**src/rtl/irq_arbiter_if.sv**
```systemverilog
`default_nettype none
// ============================================================================
//  Module   : irq_arbiter_if
//  Brief    : Source, configuration and core-handshake bundle for irq_arbiter.
//  Revision : 1.0 - initial release
// ============================================================================
interface irq_arbiter_if #(
  parameter int N_SRC = 8,
  parameter int ID_W  = 3
);
  logic [N_SRC-1:0] src_irq;
  logic             cfg_we;
  logic [N_SRC-1:0] cfg_en;
  logic             irq_ack;
  logic             irq_done;
  logic             irq_req;
  logic [ID_W-1:0]  irq_id;
  logic             in_service;
  logic [N_SRC-1:0] pending_o;

  // master: the core / source side that drives the arbiter
  modport master (
    output src_irq, cfg_we, cfg_en, irq_ack, irq_done,
    input  irq_req, irq_id, in_service, pending_o
  );

  modport slave (
    input  src_irq, cfg_we, cfg_en, irq_ack, irq_done,
    output irq_req, irq_id, in_service, pending_o
  );
endinterface
`default_nettype wire

```
**src/rtl/irq_arbiter.sv**
```systemverilog
`default_nettype none
// ============================================================================
//  Module   : irq_arbiter
//  Brief    : Edge-latched, masked, round-robin interrupt arbiter presenting a
//             single request/ID to the core with an ack/done handshake.
//  Revision : 1.0 - initial release
// ============================================================================
module irq_arbiter #(
  parameter int N_SRC = 8,
  parameter int ID_W  = 3
) (
  input  wire logic        clk,
  input  wire logic        reset,
  irq_arbiter_if.slave     bus
);

  typedef enum logic [1:0] {
    ST_IDLE    = 2'd0,
    ST_REQ     = 2'd1,
    ST_SERVICE = 2'd2
  } state_t;

  state_t           state_q, state_d;
  logic [N_SRC-1:0] src_q_q, src_q_d;
  logic [N_SRC-1:0] pending_q, pending_d;
  logic [N_SRC-1:0] en_q, en_d;
  logic [ID_W-1:0]  rr_ptr_q, rr_ptr_d;
  logic [ID_W-1:0]  irq_id_q, irq_id_d;

  logic [N_SRC-1:0] src_edge;
  logic [N_SRC-1:0] eligible;
  logic [N_SRC-1:0] clr_mask;
  logic [ID_W-1:0]  win_id;
  logic [ID_W-1:0]  scan_idx;

  always_comb begin
    src_q_d  = bus.src_irq;
    src_edge = bus.src_irq & ~src_q_q;
    en_d     = bus.cfg_we ? bus.cfg_en : en_q;
    eligible = pending_q & en_q;

    // Scan from the farthest offset down so the last hit is the one nearest rr_ptr;
    // the index wraps naturally because N_SRC == 2**ID_W.
    win_id   = '0;
    scan_idx = '0;
    for (int i = N_SRC - 1; i >= 0; i--) begin
      scan_idx = rr_ptr_q + ID_W'(i);
      if (eligible[scan_idx]) begin
        win_id = scan_idx;
      end
    end

    state_d  = state_q;
    irq_id_d = irq_id_q;
    rr_ptr_d = rr_ptr_q;
    clr_mask = '0;

    case (state_q)
      ST_IDLE: begin
        if (|eligible) begin
          irq_id_d = win_id;
          state_d  = ST_REQ;
        end
      end
      ST_REQ: begin
        if (bus.irq_ack) begin
          clr_mask[irq_id_q] = 1'b1;
          rr_ptr_d           = irq_id_q + 1'b1;
          state_d            = ST_SERVICE;
        end
      end
      ST_SERVICE: begin
        if (bus.irq_done) begin
          state_d = ST_IDLE;
        end
      end
      default: begin
        state_d = ST_IDLE;
      end
    endcase

    // A fresh edge on the source being claimed keeps it pending.
    pending_d = (pending_q & ~clr_mask) | src_edge;
  end

  always_ff @(posedge clk) begin
    if (reset) begin
      state_q   <= ST_IDLE;
      src_q_q   <= '0;
      pending_q <= '0;
      en_q      <= '0;
      rr_ptr_q  <= '0;
      irq_id_q  <= '0;
    end else begin
      state_q   <= state_d;
      src_q_q   <= src_q_d;
      pending_q <= pending_d;
      en_q      <= en_d;
      rr_ptr_q  <= rr_ptr_d;
      irq_id_q  <= irq_id_d;
    end
  end

  assign bus.irq_req    = (state_q == ST_REQ);
  assign bus.in_service = (state_q == ST_SERVICE);
  assign bus.irq_id     = irq_id_q;
  assign bus.pending_o  = pending_q;

endmodule
`default_nettype wire

```
**src/flat_wrapper.sv**
```systemverilog
// flat-port wrapper written by rule: the top's interface ports become plain ports
module irq_arbiter_flat 
#(
  parameter int N_SRC = 8,
  parameter int ID_W  = 3
)
  (clk, reset, bus_src_irq, bus_cfg_we, bus_cfg_en, bus_irq_ack, bus_irq_done, bus_irq_req, bus_irq_id, bus_in_service, bus_pending_o);
  irq_arbiter_if #(.N_SRC(N_SRC), .ID_W(ID_W)) bus_i ();
  input  wire logic clk;
  input  wire logic reset;
  input wire logic [$bits(bus_i.src_irq)-1:0] bus_src_irq;
  input wire logic [$bits(bus_i.cfg_we)-1:0] bus_cfg_we;
  input wire logic [$bits(bus_i.cfg_en)-1:0] bus_cfg_en;
  input wire logic [$bits(bus_i.irq_ack)-1:0] bus_irq_ack;
  input wire logic [$bits(bus_i.irq_done)-1:0] bus_irq_done;
  output wire logic [$bits(bus_i.irq_req)-1:0] bus_irq_req;
  output wire logic [$bits(bus_i.irq_id)-1:0] bus_irq_id;
  output wire logic [$bits(bus_i.in_service)-1:0] bus_in_service;
  output wire logic [$bits(bus_i.pending_o)-1:0] bus_pending_o;
  assign bus_i.src_irq = bus_src_irq;
  assign bus_i.cfg_we = bus_cfg_we;
  assign bus_i.cfg_en = bus_cfg_en;
  assign bus_i.irq_ack = bus_irq_ack;
  assign bus_i.irq_done = bus_irq_done;
  assign bus_irq_req = bus_i.irq_req;
  assign bus_irq_id = bus_i.irq_id;
  assign bus_in_service = bus_i.in_service;
  assign bus_pending_o = bus_i.pending_o;
  irq_arbiter #(.N_SRC(N_SRC), .ID_W(ID_W)) u_core (.clk(clk), .reset(reset), .bus(bus_i));
endmodule
```
**config.mk**
```make
export PLATFORM = sky130hd
export DESIGN_NAME = irq_arbiter_flat
export DESIGN_NICKNAME = d
export VERILOG_FILES = /design/src/rtl/irq_arbiter_if.sv /design/src/rtl/irq_arbiter.sv /design/src/flat_wrapper.sv
export SDC_FILE = /design/constraint.sdc
export NUM_CORES = 1
export LEC_CHECK = 0
export CAP_MARGIN = 20
export CELL_PAD_IN_SITES_DETAIL_PLACEMENT = 1
export CELL_PAD_IN_SITES_GLOBAL_PLACEMENT = 1
export CORE_MARGIN = 10
export CORE_UTILIZATION = 41
export DETAILED_ROUTE_END_ITERATION = 10
export GPL_TIMING_DRIVEN = 1
export PLACE_DENSITY = 0.84
export SYNTH_ARGS = -nofsm -noshare
export SYNTH_HDL_FRONTEND = slang
export SYNTH_SLANG_ARGS = --single-unit
export TNS_END_PERCENT = 1
```
**constraint.sdc**
```tcl
create_clock -name clk -period 3.1 [get_ports clk]
set_input_delay 0.62 -clock clk [delete_from_list [all_inputs] [get_ports clk]]
set_output_delay 0.62 -clock clk [all_outputs]
set_load 0.02 [all_outputs]
```
==> results of run 1 <==
flip-flops by register name, indices dropped and copies added (netlist names):
| register | flops |
|---|---|
| u_core.en_q | 8 |
| u_core.bus.pending_o | 8 |
| u_core.src_q_q | 8 |
| u_core.bus.irq_id | 3 |
| u_core.rr_ptr_q | 3 |
| u_core.state_q | 2 |
cells in the mapped netlist, types with 2 or more instances:
cell type / count / share of area (%)
dfxtp_1: 32 / 31
mux2i_1: 18 / 8.6
nor2_1: 18 / 3.2
a21oi_1: 15 / 3.6
nand2b_1: 14 / 4.2
o21ai_0: 14 / 3.3
nand2_1: 13 / 2.3
nor2b_1: 10 / 3.0
and2_1: 8 / 2.4
mux4_2: 8 / 8.6
clkbuf_1: 7 / 1.3
nand3_1: 6 / 1.4
a211oi_1: 5 / 1.8
mux4_1: 5 / 6.3
ha_1: 3 / 1.8
inv_1: 3 / 0.54
or3_1: 3 / 0.90
a211o_1: 2 / 0.84
clkinv_1: 2 / 0.36
inv_2: 2 / 0.36
mux2_2: 2 / 1.1
nand4_1: 2 / 0.60
nor3_1: 2 / 0.48
nor4_1: 2 / 0.60
o21a_1: 2 / 0.72
o21ai_1: 2 / 0.48
o221ai_1: 2 / 0.84
o31ai_1: 2 / 0.72
xnor2_1: 2 / 0.84
report_power, final:
group / internal [W] / switching, W / total (W)
Combinational: 0.000135 / 0.000143 / 0.000278
Clock: 0.000238 / 0.000170 / 0.000408
Sequential: 0.000441 / 0.0000375 / 0.000478
cells by family after synthesis:
kind of cell | after synthesis
and+or+nand+nor | 81
AOI/OAI and AO/OA | 54
DFF | 32
xor gates and xnor gates | 4
muxes | 34
adders and majority gates | 3
buffers and inverters | 17
worst paths after layout:
check                                   startpoint                      end  depth (start not counted)
worst min-delay path             u_core.src_q_q[7]  u_core.bus.pending_o[7]                          2
worst max register to register  u_core.rr_ptr_q[1]     u_core.bus.irq_id[2]                          8
worst min register to register   u_core.src_q_q[7]  u_core.bus.pending_o[7]                          2
worst max-delay path            u_core.rr_ptr_q[1]     u_core.bus.irq_id[2]                          8
per-layer routing:
layer	share of wire, %	track usage [%]
met1	42	18.85
met5	0	0
met3	6.3	4.691
met2	49	27.67
met4	2.2	5.091
metrics by stage:
step / cells / util, % / total power [W] / setup slack, ns
global route: 328 / 53.75 / 0.001224 / 0.1032
global placement: 320 / 51.54 / 0.0007539 / 0.5206
detailed placement: 320 / 51.54 / 0.0007650 / 0.3516
CTS: 328 / 53.75 / 0.001172 / 0.3468
floorplan: 225 / - / 0.0006505 / 0.6232
finish: 328 / 53.75 / 0.001164 / 0.3080
cell type report:
cell class / instances / area (sq um) / share of cell area, %
Multi-Input combinational cell: 176 / 1380 / 52.95
Clock buffer: 6 / 72.57 / 2.784
Inverter: 7 / 26.28 / 1.008
Clock inverter: 2 / 35.03 / 1.344
Sequential cell: 32 / 640.6 / 24.58
Timing Repair Buffer: 38 / 367.9 / 14.11
Tap cell: 67 / 83.83 / 3.217
worst max-delay path, delay by kind of cell, from the launching register on:
| family | cells | cell delay [ns] |
|---|---|---|
| compound gates | 4 | 0.78 |
| fa+ha+maj | 1 | 0.43 |
| buf+inv | 2 | 0.44 |
| flops | 1 | 0.43 |
| mux | 1 | 0.58 |
==> impl_metrics.sql, run 1 <==
INSERT INTO impl_metrics (metric_group, metric, value, unit) VALUES
('timing', 'timing.setup.tns', '0', 'ns'),
('worst_setup_path', 'worst_case_register_to_register_setup_slack', '0.31', 'ns'),
('cts', 'clkTransAtPathRegs', '0.09', 'ns'),
('timing', 'timing.slew.headroom', '48.95', '%'),
('drt', 'drc', '0', ''),
('timing', 'hold_violation_total_from_the_final_report', '0', ''),
('cts', 'cts.sinks', '32', ''),
('worst_hold_path', 'hold_path_class', 'flip-flop to flip-flop', ''),
('timing', 'max_freq', '0.3582', 'GHz'),
('pwr', 'vdd_ir_drop_max', '0.2545', 'mV'),
('worst_setup_path', 'timing.critical_path.arrival', '2.97', 'ns'),
('floorplanning', 'num_io_pins', '34', ''),
('timing', 'final.hold.worst_slack', '0.4825', 'ns'),
('cts', 'clkLatencyLatePin', '0.30', 'ns'),
('cts', 'clk_path_buf_depth', '2', ''),
('drt', 'drt_pre_antenna_iters', '4', ''),
('floorplanning', 'start_util', '43.25', '%'),
('yosys', 'sequential_fraction_of_the_synthesis_area', '30.55', '%'),
('yosys', 'post_synth_and_or_nand_nor_area_fraction', '20.17', '%'),
('drt', 'vias_per_cell', '5.893', ''),
('timing', 'timing.final.crit_period', '2.792', 'ns'),
('yosys', 'syn_area', '2097', 'sq um'),
('yosys', 'synth_ff_type', 'dfxtp_1', ''),
('cts', 'cts_hold_repair.buffers', '0', ''),
('timing', 'timing.final.crit_share', '90.07', '%'),
('yosys', 'count_of_flip_flops_with_a_built_in_enable_after_synthesis', '0', ''),
('cts', 'htree_num_levels', '2', ''),
('yosys', 'synth_cell_types', '48', ''),
('worst_setup_path', 'critPathKind', 'flip-flop to flip-flop', ''),
('grt', 'number_of_antenna_violations_at_the_first_check_in_global_routing', '0', ''),
('timing', 'finalSetupViolCount', '0', ''),
('yosys', 'synthesis.nets', '249', ''),
('worst_setup_path', 'worstPathRequired', '3.28', 'ns'),
('yosys', 'synthesis.instances', '225', ''),
('worst_setup_path', 'critPathCaptureType', 'flip-flop', ''),
('floorplanning', 'placement_rows', '25', ''),
('cts', 'cts_tree', 'built', ''),
('layout', 'layout.nets', '284', ''),
('grt', 'grt.total_usage', '16.15', '%'),
('yosys', 'yosys_warnings', '0', ''),
('timing', 'finClkSkew', '0.01775', 'ns'),
('yosys', 'synth.mux.area_fraction', '25.18', '%'),
('drt', 'via_count', '1933', ''),
('outcome', 'status', 'completed', ''),
('job', 'drv.max_cap_violation_count', '0', ''),
('worst_setup_path', 'critical_path_cell_by_cell', 'inv_2 -> ha_1 -> clkinv_1 -> mux4_1 -> a2bb2oi_1 -> a311oi_2 -> a211oi_1 -> o32ai_1', ''),
('yosys', 'main_combinational_cell_family_by_area_after_synthesis', 'multiplexers', ''),
('grt', 'grt_pass1_wl', '10960', 'um'),
('place', 'detailed_place.area', '2499', 'sq um'),
('yosys', 'synth-seq-cells', '32', ''),
('place', 'gp_congestion', '0.9658', ''),
('timing', 'grt_setup_unrepaired', 'no', ''),
('floorplanning', 'die-area', '8375', 'sq um'),
('grt', 'grt_max_degree', '33', ''),
('drt', 'detail-route-antenna-nets', '0', ''),
('layout', 'layout.cell_area.non_filler', '2606', 'sq um'),
('worst_setup_path', 'timing.critical_path.slowest_cell_delay', '0.58', 'ns'),
('layout', 'layout_commonest_cell', 'clkdlybuf4s50_1', ''),
('yosys', 'synthArstFlopShare', '0', '%'),
('worst_setup_path', 'cp-start-kind', 'flip-flop', ''),
('grt', 'grt_overflow_total', '0', ''),
('drt', 'drt-wirelength-per-cell', '20.13', 'um'),
('floorplanning', 'dieHeight', '91.52', 'um'),
('drt', 'route.final.wire_length', '6602', 'um'),
('drt', 'initialDrtViolationCount', '220', ''),
('worst_setup_path', 'critical_path_peak_fanout', '10', ''),
('worst_setup_path', 'slowest_stage', 'mux4_1', ''),
('place', 'dp.final_hpwl', '5153', 'um'),
('cts', 'cts_inserted_buffers', '5', ''),
('grt', 'first_global_vias', '2049', ''),
('yosys', 'synth-compound-area-share', '16.65', '%');
Note: power is estimated with default switching activity, not from simulation.
==> run 2, diff against run 1 <==
TNS_END_PERCENT = not set   (was 1)
==> results of run 2 <==
Same layout as run 1: the final DEF is identical, and so are final timing and power.
